**src/rtl/mmio_pkg.sv**
```systemverilog
// Shared definitions for the MMIO bridge: FSM states, address/data
// constants and the channel-index width helper.
package mmio_pkg;

  typedef enum logic [1:0] {
    IDLE = 2'd0,
    REQ  = 2'd1,
    DONE = 2'd2
  } state_t;

  localparam logic [31:0] MMIO_DM_LIMIT      = 32'h0000_2000;
  localparam logic [31:0] MMIO_DEFAULT_RDATA = 32'h0000_DEAD;

  // Width of the channel-select field; a single channel still uses one bit.
  function automatic int unsigned ch_idx_w(input int unsigned num_ch);
    return (num_ch > 1) ? $clog2(num_ch) : 1;
  endfunction

endpackage

```
**src/rtl/mmio_timeout_cnt.sv**
```systemverilog
// Saturating access-timeout counter with synchronous clear and enable.
module mmio_timeout_cnt #(
  parameter int unsigned LIMIT = 15
) (
  input  logic clk,
  input  logic rst_n,
  input  logic clr,
  input  logic en,
  output logic expired
);

  localparam int unsigned W = $clog2(LIMIT + 1);
  localparam logic [W-1:0] LAST = W'(LIMIT - 1);
  localparam logic [W-1:0] MAX  = W'(LIMIT);

  logic [W-1:0] cnt;

  // Count enabled cycles, holding at LIMIT until cleared.
  always_ff @(posedge clk or negedge rst_n) begin
    if (!rst_n) begin
      cnt <= '0;
    end else if (clr) begin
      cnt <= '0;
    end else if (en && (cnt != MAX)) begin
      cnt <= cnt + 1'b1;
    end
  end

  // Flags the cycle whose increment reaches LIMIT, so the owner can abort
  // in that same cycle rather than one cycle later.
  assign expired = (cnt == LAST);

endmodule

```
**src/rtl/mmio_bridge.sv**
```systemverilog
// Memory-mapped I/O bridge: turns the CPU's fixed-latency external data port
// into a ready-handshaked, timeout-protected access to one of NUM_CH channels.
module mmio_bridge
  import mmio_pkg::*;
#(
  parameter int unsigned         DATA_W        = 32,
  parameter int unsigned         ADDR_W        = 32,
  parameter int unsigned         NUM_CH        = 4,
  parameter int unsigned         CH_LSB        = 4,
  parameter logic [ADDR_W-1:0]   DM_LIMIT      = ADDR_W'(MMIO_DM_LIMIT),
  parameter int unsigned         TIMEOUT       = 15,
  parameter logic [DATA_W-1:0]   DEFAULT_RDATA = DATA_W'(MMIO_DEFAULT_RDATA)
) (
  input  logic                     clk,
  input  logic                     rst_n,
  input  logic [ADDR_W-1:0]        cpu_addr,
  input  logic                     cpu_re,
  input  logic                     cpu_we,
  input  logic [DATA_W-1:0]        cpu_wdata,
  output logic [DATA_W-1:0]        cpu_rdata,
  output logic                     cpu_stall,
  output logic                     err,
  output logic [NUM_CH-1:0]        ch_sel,
  output logic                     ch_re,
  output logic                     ch_we,
  output logic [ADDR_W-1:0]        ch_addr,
  output logic [DATA_W-1:0]        ch_wdata,
  input  logic [NUM_CH*DATA_W-1:0] ch_rdata,
  input  logic [NUM_CH-1:0]        ch_ready
);

  localparam int unsigned       IDXW     = ch_idx_w(NUM_CH);
  localparam logic [IDXW:0]     NUM_CH_L = (IDXW + 1)'(NUM_CH);

  state_t              state, state_next;
  logic                ext_req;
  logic [IDXW-1:0]     req_idx;
  logic                req_mapped;
  logic [NUM_CH-1:0]   req_onehot;
  logic                sel_ready;
  logic [DATA_W-1:0]   sel_rdata;
  logic                tmo_expired;

  // Decode the incoming request and its target channel.
  always_comb begin
    ext_req    = (cpu_re | cpu_we) && (cpu_addr >= DM_LIMIT);
    req_idx    = cpu_addr[CH_LSB +: IDXW];
    req_mapped = ({1'b0, req_idx} < NUM_CH_L);
    req_onehot = '0;
    for (int unsigned k = 0; k < NUM_CH; k++) begin
      if (req_idx == IDXW'(k)) req_onehot[k] = 1'b1;
    end
  end

  // Pick the response of the selected channel only; others are ignored.
  always_comb begin
    sel_ready = |(ch_ready & ch_sel);
    sel_rdata = '0;
    for (int unsigned k = 0; k < NUM_CH; k++) begin
      if (ch_sel[k]) sel_rdata |= ch_rdata[k*DATA_W +: DATA_W];
    end
  end

  // State register.
  always_ff @(posedge clk or negedge rst_n) begin
    if (!rst_n) state <= IDLE;
    else        state <= state_next;
  end

  // Next-state and stall decode.
  always_comb begin
    state_next = state;
    cpu_stall  = 1'b0;
    case (state)
      IDLE: begin
        cpu_stall = ext_req;
        if (ext_req) state_next = req_mapped ? REQ : DONE;
      end
      REQ: begin
        cpu_stall = 1'b1;
        if (sel_ready || tmo_expired) state_next = DONE;
      end
      DONE:    state_next = IDLE;
      default: state_next = IDLE;
    endcase
  end

  // Channel strobes, latched request, read-return data and sticky error.
  always_ff @(posedge clk or negedge rst_n) begin
    if (!rst_n) begin
      ch_sel    <= '0;
      ch_re     <= 1'b0;
      ch_we     <= 1'b0;
      ch_addr   <= '0;
      ch_wdata  <= '0;
      cpu_rdata <= DEFAULT_RDATA;
      err       <= 1'b0;
    end else begin
      case (state)
        IDLE: begin
          if (ext_req) begin
            ch_addr  <= cpu_addr;
            ch_wdata <= cpu_wdata;
            if (cpu_re && cpu_we) err <= 1'b1;
            if (req_mapped) begin
              ch_sel <= req_onehot;
              ch_we  <= cpu_we;
              ch_re  <= ~cpu_we;
            end else begin
              cpu_rdata <= DEFAULT_RDATA;
              err       <= 1'b1;
            end
          end
        end
        REQ: begin
          if (sel_ready) begin
            if (ch_re) cpu_rdata <= sel_rdata;
            ch_sel <= '0;
            ch_re  <= 1'b0;
            ch_we  <= 1'b0;
          end else if (tmo_expired) begin
            cpu_rdata <= DEFAULT_RDATA;
            err       <= 1'b1;
            ch_sel    <= '0;
            ch_re     <= 1'b0;
            ch_we     <= 1'b0;
          end
        end
        default: ;
      endcase
    end
  end

  mmio_timeout_cnt #(
    .LIMIT (TIMEOUT)
  ) u_tmo (
    .clk     (clk),
    .rst_n   (rst_n),
    .clr     (state != REQ),
    .en      (state == REQ),
    .expired (tmo_expired)
  );

endmodule

```
**config.mk**
```make
export PLATFORM = sky130hd
export DESIGN_NAME = mmio_bridge
export DESIGN_NICKNAME = d
export VERILOG_FILES = /design/src/rtl/mmio_pkg.sv /design/src/rtl/mmio_timeout_cnt.sv /design/src/rtl/mmio_bridge.sv
export SDC_FILE = /design/constraint.sdc
export NUM_CORES = 1
export LEC_CHECK = 0
export CORE_MARGIN = 5
export CORE_UTILIZATION = 41
export CTS_CLUSTER_DIAMETER = 30
export DETAILED_ROUTE_END_ITERATION = 10
export HOLD_SLACK_MARGIN = 0.15
export PLACE_DENSITY_LB_ADDON = 0.2
export SYNTH_ARGS = -nofsm -noshare
export SYNTH_HDL_FRONTEND = slang
export SYNTH_HIERARCHICAL = 1
export SYNTH_SLANG_ARGS = --single-unit
```
**constraint.sdc**
```tcl
create_clock -name clk -period 3.31 [get_ports clk]
set_clock_uncertainty 0.15 [all_clocks]
set_input_delay 0.662 -clock clk [delete_from_list [all_inputs] [get_ports clk]]
set_output_delay 0.662 -clock clk [all_outputs]
set_load 0.02 [all_outputs]
```
==> results of run 1 <==
## what timing repair did
action	CTS	global route
endpoints found under the hold margin	0	0
setup endpoints to repair	1	0
gates resized for setup	1	0
## critical path: cells and delay by family
kind / cells / cell delay [ps]
and+or+nand+nor: 2 / 540
buffers and inverters: 2 / 740
AOI/OAI and AO/OA: 2 / 320
## state kept, by name, summed over array words and instances, names as in the netlist
name and cells:
ch_addr 32, u_tmo/cnt 4, ch_re 1, cpu_rdata 32, ch_sel 4, ch_we 1
state 2, ch_wdata 32, err 1
## final timing paths
path                                             end  slack, ps  depth (start not counted)
hold / removal               ch_wdata[6]$_DFFE_PN0P_        210                          1
setup reg to reg           cpu_rdata[22]$_DFFE_PN0P_       1050                          4
max in group asynchronous  cpu_rdata[15]$_DFFE_PN1P_       1980                          2
hold reg to reg            cpu_rdata[27]$_DFFE_PN0P_        340                          1
min in group clk           cpu_rdata[27]$_DFFE_PN0P_        340                          1
setup / recovery                           cpu_stall        230                          6
## cell usage in the layout, fill, tap and decap left out, drive strengths merged
cell type	count
a21boi	1
a21oi	3
a221oi	21
a22o	23
a22oi	25
a2bb2oi	1
a32o	1
and2	1
and3	2
and4b	1
buf	13
bufinv	2
clkbuf	12
clkdlybuf4s50	301
clkinv	2
dfrtp	98
dfstp	11
dlygate4sd2	1
ha	2
inv	5
mux2	77
mux2i	4
nand2	7
nand2b	3
nand3	13
nand4	2
nor2	4
nor2b	2
nor3	3
nor4	4
o21ai	2
o221ai	1
o22ai	1
o2bb2ai	21
o31ai	3
or2	3
or3	1
## metrics by stage
step	total power [mW]	cell area, um2	hold slack (ps)	worst slack, ps	setup TNS [ps]
after floorplan	4.52	5010	216	1030	0
after global placement	6.30	8160	322	30.3	0
after detailed placement	6.40	8160	323	-14.7	-14.7
after CTS	7.59	8480	237	220	0
after global routing	7.93	8480	256	123	0
final	7.50	8480	212	226	0
## report_power, final
part           leakage (nW)  switching, mW  internal [mW]
Combinational          1.93           1.94           2.07
Clock                 0.163          0.459          0.703
Sequential             1.30          0.333           1.99
## final cells by class
class,count,area share
clock buffer,12,0.0302
multi-input combinational,232,0.244
timing repair buffer,315,0.371
sequential,109,0.323
tap,147,0.0217
clock inverter,4,0.00826
inverter,5,0.00221
## kinds of logic after synthesis
| group | after synthesis |
|---|---|
| compound gates | 103 |
| simple gates | 46 |
| buf+inv | 34 |
| flops | 109 |
| mux | 81 |
| fa+ha+maj | 2 |
## per-layer routing
| layer | vias up | routed length, um | GRT usage |
|---|---|---|---|
| met5 | - | 0 | 0 |
| met4 | 0 | 254 | 0.0652 |
| li1 | 2052 | - | - |
| met2 | 189 | 8580 | 0.392 |
| met1 | 2124 | 6330 | 0.254 |
| met3 | 20 | 1620 | 0.0865 |
==> reports/metrics.cfg, run 1 <==
[floorplanning]
die_w_um = 121
core_area_mm2 = 0.0120
start_util = 0.417
dieArea_mm2 = 0.0145
rows = 40
boundaryPins = 304
die_h_um = 121

[outcome]
status = complete, no violations

[synth]
synth-simple-area-share = 0.0525
avgSynthCellArea_um2 = 13.4
synthTopCellsByArea = dfrtp_1 (49%), mux2_2 (14%), dfstp_2 (5.8%), a22o_1 (4.0%), a22oi_1 (3.7%)
async_flop_share = 1.00
yosys.area.top_type = dfrtp_1
synth-xor-area-share = 0
synthCells = 375
yosys.cell_types.count = 42
synthesis.area_mm2 = 0.00501
synth_edf_count = 0
synthFlopType = dfrtp_1
synth_top_area_share = 0.490
ys_ff_latch = 109
netlist_top_cells_count = dfrtp_1 (98), mux2_2 (64), a22oi_1 (25), a22o_1 (23)
syn_nets = 577
synth_mux_area_frac = 0.183
yosysSeqAreaShare = 0.547
ys_warn_count = 6
yosysMostFrequentCell = dfrtp_1
synth_top_family_by_area = multiplexers
synth_compound_area_frac = 0.173
yosys.area_share.adder = 0.00500

[pwr]
p_per_area_mw_per_mm2 = 884
p_leak_nw = 3.40
peakVddDrop_mv = 0.538

[worst_setup_path]
crit_arrival_ps = 2270
crit_required_ps = 2500
crit_path_end_kind = output pin
cp-start-kind = primary input
r2r-start = state[1]$_DFFE_PN0P_
cp_slowest_cell = clkdlybuf4s50_1
cp_cell_sequence = clkdlybuf4s50_1 > nor4_1 > nand4_1 > o22ai_1 > a21oi_1 > dlygate4sd2_1
cp_slowest_stage_delay_ps = 410
worst-setup-path-type = in -> out
cp_max_fo = 2
crit_start = cpu_addr[28]

[sta]
fin_crit_sh = 0.932
final_max_slew_viol_count = 0
finalHoldViolCount = 0
worstMarginPinSlew_ps = 853
finalSetupViolations = 0
max_freq_mhz = 324
period_minus_slack_ps = 3080
relSlewSlack = 0.430
rsz0062_at_grt = false

[global_route]
grt_max_degree = 56
antenna_found_initial = 0
grt_usage = 0.224
grt_pass1_vias = 4716
grt_pass1_wl_mm = 25.8
grt.overflow.total = 0

[clock_network]
cts_buffers = 9
post_cts_buffers = 0
clk_pin_slew_ps = 70
clkLatencyLatePin_ps = 330
cts.htree.levels = 3
cts-root-buf = clkbuf_16
cts.path.max_buffers = 2
cts_sinks = 109
hold_buffers = 0
cts_tree = built

[layout]
final_nets = 874
regArea_mm2 = 0.00274
final_core_util = 0.706
area.growth.synth_to_final_pct = 69.4
fin_cells = 824
multi_input_area_mm2 = 0.00207
drive_gt1_frac = 0.167
fillCellCount = 865
n_antenna_cell = 0

[routing]
drc_errors = 0
wl_per_cell_um = 20.4
wl_mm = 16.8
ant_nets = 0
vias_per_cell = 5.32
drt-initial-drc-count = 227
num_vias = 4385
first_pass_iters = 4

[worst_hold_path]
hold_class = in -> async

[placement]
placed_cells = 808
dp.final_hpwl_mm = 13.1
gp_congestion = 0.843
io_buffer_count = 303

[run]
drv_cap = 0

Note: power is estimated with default switching activity, not from simulation.
==> run 2: changes to the inputs <==
--- a/config.mk
+++ b/config.mk
@@ -10,7 +10,7 @@
 export CTS_CLUSTER_DIAMETER = 30
 export DETAILED_ROUTE_END_ITERATION = 10
 export HOLD_SLACK_MARGIN = 0.15
-export PLACE_DENSITY_LB_ADDON = 0.2
+export PLACE_DENSITY = 0.87
 export SYNTH_ARGS = -nofsm -noshare
 export SYNTH_HDL_FRONTEND = slang
 export SYNTH_HIERARCHICAL = 1
==> reports/metrics.cfg, run 2 (synthesis results as in run 1) <==
[sta]
finalSetupViolations = 0
max_freq_mhz = 318
period_minus_slack_ps = 3150
relSlewSlack = 0.430
setup_slack_ps = 164
whs_ps = 196
fin_crit_sh = 0.950
final_max_slew_viol_count = 0
rsz0062_at_grt = false
finalHoldViolCount = 0
worstMarginPinSlew_ps = 853

[layout]
final_cell_mix = clkdlybuf4s50_1 (301), dfrtp_1 (98), mux2_2 (64)
fin_cells = 825
drive_gt1_frac = 0.167
reg.largest.list = ch_addr: 32 flops, ch_wdata: 32 flops, cpu_rdata: 32 flops
fin_area_mm2 = 0.00850
area.growth.synth_to_final_pct = 69.7
final_nets = 874
fillCellCount = 859
layout_commonest_cell = clkdlybuf4s50_1

[clock_network]
cts_buffers = 9
cts.htree.levels = 3
cts_sinks = 109
cts-root-buf = clkbuf_16
clkLatencyLatePin_ps = 340
cts.path.max_buffers = 2
clk_pin_slew_ps = 70
cts_tree = built
hold_buffers = 0

[worst_setup_path]
reg2regPathDepth = 5
crit_arrival_ps = 2330
crit_start = cpu_addr[26]
crit_path_end_kind = output pin
r2r-start = ch_sel[2]$_DFFE_PN0P_
crit_path_end = cpu_stall
cp_max_fo = 2
cp-start-kind = primary input
critPathTopFamily = buffers and inverters
path_depth = 6
cp_slowest_cell = clkdlybuf4s50_1
r2r_slack_ps = 860
path_buf_inv = 2
crit_required_ps = 2500
worst-setup-path-type = in -> out
worstReg2RegEnd = cpu_rdata[21]$_DFFE_PN0P_
cp_cell_sequence = clkdlybuf4s50_1 > nor4_1 > nand4_1 > o22ai_1 > a21oi_1 > dlygate4sd2_1
cp_slowest_stage_delay_ps = 430

[pwr]
total_power_mw = 7.53
p_comb_frac = 0.530
switching_share = 0.369
p_per_area_mw_per_mm2 = 886
clkPwrFrac = 0.155
pwr-share-seq = 0.316
peakVddDrop_mv = 0.541
power.internal_mw = 4.75
switchingPower_mw = 2.78
p_leak_nw = 3.40

[global_route]
grt_pass1_vias = 5027
grt_pass1_wl_mm = 26.7
grt_max_degree = 110
grt_usage = 0.235
antenna_found_initial = 1
grt.overflow.total = 0

[routing]
drc_errors = 0
vias_per_cell = 5.49
drt-initial-drc-count = 191
wl_mm = 17.5
ant_nets = 0
first_pass_iters = 4
num_vias = 4531
wl_per_cell_um = 21.3

[placement]
io_buffer_count = 303
dp.final_hpwl_mm = 13.9
place_ws_ps = -39.2
placed_area_mm2 = 0.00817
placed_cells = 808
gp_congestion = 0.863

[floorplanning]
rows = 40
die_h_um = 121
boundaryPins = 304
start_util = 0.417
die_w_um = 121
dieArea_mm2 = 0.0145
core_area_mm2 = 0.0120

[outcome]
status = complete, no violations

[run]
drv_cap = 0

[worst_hold_path]
hold_class = in -> async

[run 2: changes by cell type in the layout (fill, tap and decap cells not counted), sizes merged]
cell,previous run,this run
clkbuf,12,11
diode,0,1
inv,5,6
[run 2: what timing repair did]
action	4_1_cts	5_1_grt
setup endpoints to repair	1	0
setup buffers	0	0
gates resized for setup	1	0
[run 2: worst min-delay path by stage]
| stage | start | end | slack, ps | cells past startpoint |
|---|---|---|---|---|
| floorplan | rst_n | ch_addr[0]$_DFFE_PN0P_ | 220 | 0 |
| detailed placement | cpu_rdata[6]$_DFFE_PN0P_ | cpu_rdata[6]$_DFFE_PN0P_ | 320 | 1 |
| global placement | ch_wdata[27]$_DFFE_PN0P_ | ch_wdata[27]$_DFFE_PN0P_ | 320 | 1 |
| global route | rst_n | ch_addr[14]$_DFFE_PN0P_ | 290 | 2 |
| CTS | rst_n | ch_wdata[13]$_DFFE_PN0P_ | 260 | 2 |
| finish | rst_n | ch_wdata[13]$_DFFE_PN0P_ | 200 | 2 |
[run 2: worst reg2reg max path: cells and delay by family (launching register included)]
family,cells,cell delay (ps)
flops,1,660
compound gates,2,590
simple gates,2,740
buf+inv,1,230
[run 2: layout make-up]
cell class / count / area, um2 / area share
multi-input combinational: 232 / 2070 / 0.244
clock buffer: 11 / 243 / 0.0286
tap: 147 / 184 / 0.0216
timing repair buffer: 315 / 3160 / 0.371
sequential: 109 / 2740 / 0.323
inverter: 5 / 18.8 / 0.00221
clock inverter: 5 / 82.6 / 0.00972
antenna: 1 / 2.50 / 0.000294
[run 2: power by group through the flow]
stage	logic [mW]	registers, mW	clock network, mW
2_1_floorplan	1.48	3.04	0
3_3_place_gp	3.94	2.36	0
3_5_place_dp	4.02	2.40	0
4_1_cts	4.04	2.38	1.19
5_1_grt	4.22	2.46	1.24
6_report	3.99	2.38	1.16
[run 2: routing by layer]
layer  up-vias  share of wire  GRT usage
met5         -              0          0
met4         0          0.046      0.124
met3        48           0.10     0.0833
met2       239           0.51      0.421
met1      2199           0.34      0.240
li1       2045              -          -
[run 2: metrics by stage]
stage          TNS [ps]  utilization
3_5_place_dp      -39.2        0.680
2_1_floorplan         0            -
4_1_cts               0        0.707
3_3_place_gp          0        0.680
5_1_grt               0        0.708
6_report              0        0.708
==> run 3: changes to the inputs <==
--- a/config.mk
+++ b/config.mk
@@ -5,12 +5,12 @@
 export SDC_FILE = /design/constraint.sdc
 export NUM_CORES = 1
 export LEC_CHECK = 0
-export CORE_MARGIN = 5
-export CORE_UTILIZATION = 41
+export CORE_AREA = 3 3 118 120
 export CTS_CLUSTER_DIAMETER = 30
 export DETAILED_ROUTE_END_ITERATION = 10
+export DIE_AREA = 0 0 121 123
 export HOLD_SLACK_MARGIN = 0.15
-export PLACE_DENSITY = 0.87
+export PLACE_DENSITY = 0.82
 export SYNTH_ARGS = -nofsm -noshare
 export SYNTH_HDL_FRONTEND = slang
 export SYNTH_HIERARCHICAL = 1
==> reports/metrics.cfg, run 3 (synthesis results as in run 1) <==
[outcome]
status = complete, no violations

[worst_setup_path]
crit_arrival_ps = 2390
cp-start-kind = primary input
crit_path_end_kind = output pin
cp_max_fo = 2
crit_required_ps = 2500
worst-setup-path-type = in -> out
r2r_slack_ps = 1040

[floorplanning]
dieArea_mm2 = 0.0149
core_area_mm2 = 0.0131
die_h_um = 123
rows = 42
start_util = 0.383
die_w_um = 121
boundaryPins = 304

[routing]
ant_nets = 0
wl_per_cell_um = 20.0
vias_per_cell = 5.19
drc_errors = 0
wl_mm = 17.1
drt-initial-drc-count = 159
num_vias = 4440
first_pass_iters = 4

[sta]
fin_crit_sh = 0.968
period_minus_slack_ps = 3200
rsz0062_at_grt = false
finalHoldViolCount = 0
whs_ps = 198
worstMarginPinSlew_ps = 887
fin_setup_tns_ps = 0
relSlewSlack = 0.407
finalSetupViolations = 0
final_max_slew_viol_count = 0
max_freq_mhz = 312
setup_slack_ps = 107

[pwr]
total_power_mw = 7.42
p_leak_nw = 3.39
pwr-share-seq = 0.321
power.internal_mw = 4.62
p_comb_frac = 0.538
switching_share = 0.378
p_per_area_mw_per_mm2 = 873
peakVddDrop_mv = 0.522
switchingPower_mw = 2.80
clkPwrFrac = 0.141

[placement]
place_ws_ps = -95.3
io_buffer_count = 303
dp.final_hpwl_mm = 13.4
gp_congestion = 0.842

[layout]
area.growth.synth_to_final_pct = 69.9
final_nets = 875
reg.largest.list = ch_addr: 32 flops, ch_wdata: 32 flops, cpu_rdata: 32 flops
final_core_util = 0.650
drive_gt1_frac = 0.170
final_cell_mix = clkdlybuf4s50_1 (301), dfrtp_1 (98), mux2_2 (64)
layout_commonest_cell = clkdlybuf4s50_1

[clock_network]
cts_sinks = 109
cts.htree.levels = 3
cts.path.max_buffers = 2
hold_buffers = 0
post_cts_buffers = 0
clk_pin_slew_ps = 70
cts_tree = built
clkLatencyLatePin_ps = 350
cts-root-buf = clkbuf_16
ctsResizeCount = 1
cts_buffers = 9

[global_route]
met2_usage = 0.394
busiest_layer = met2
grt_max_degree = 57
grt_usage = 0.221
antenna_found_initial = 0
gr-usage-met3 = 0.0828
grt_util_met1 = 0.236
grt_pass1_wl_mm = 25.4
grt.overflow.total = 0
grt_pass1_vias = 4789

[run]
drv_cap = 0

[worst_hold_path]
hold_class = in -> async

[run 3: cell count changes in the layout (fill, tap and decap cells not counted), sizes merged]
| cell | before | now |
|---|---|---|
| inv | 6 | 9 |
| bufinv | 2 | 0 |
| buf | 13 | 14 |
| clkbuf | 11 | 10 |
| clkinv | 2 | 1 |
| clkinvlp | 0 | 1 |
[run 3: worst paths after layout]
path,to,start,cells past startpoint
hold reg to reg,cpu_rdata[20]$_DFFE_PN0P_,cpu_rdata[20]$_DFFE_PN0P_,1
hold / removal,ch_addr[1]$_DFFE_PN0P_,rst_n,1
min in group clk,cpu_rdata[20]$_DFFE_PN0P_,cpu_rdata[20]$_DFFE_PN0P_,1
setup reg to reg,cpu_rdata[22]$_DFFE_PN0P_,ch_sel[2]$_DFFE_PN0P_,4
setup / recovery,cpu_stall,cpu_addr[28],6
max in group asynchronous,cpu_rdata[15]$_DFFE_PN1P_,rst_n,2
[run 3: through the flow]
step | instances | area [um2]
floorplan | 375 | 5010
global route | 854 | 8500
CTS | 854 | 8500
detailed placement | 838 | 8220
global placement | 838 | 8220
finish | 855 | 8510
[run 3: routing by layer]
layer	share of wire	vias up
li1	-	2042
met1	0.36	2136
met2	0.51	224
met3	0.093	38
met4	0.037	0
met5	0	-
[run 3: power groups by stage]
stage          combinational [mW]  clock (mW)  sequential (mW)
4_1_cts                      4.04        1.08             2.38
2_1_floorplan                1.48           0             3.04
6_report                     3.99        1.05             2.38
3_5_place_dp                 4.02           0             2.40
3_3_place_gp                 3.97           0             2.36
5_1_grt                      4.22        1.14             2.47
[run 3: cell type report]
cell class                      count  area, um2
Sequential cell                   109       2740
Clock inverter                      6       51.3
Antenna cell                        1       2.50
Fill cell                         987       4580
Timing Repair Buffer              316       3160
Tap cell                          176        220
Multi-Input combinational cell    232       2070
Clock buffer                       10        239
Inverter                            5       18.8
[run 3: critical path, cell delays in order]
cell             delay, ps
clkdlybuf4s50_1        420
nor4_1                 370
nand4_1                240
o22ai_1                240
a21oi_1                100
dlygate4sd2_1          350
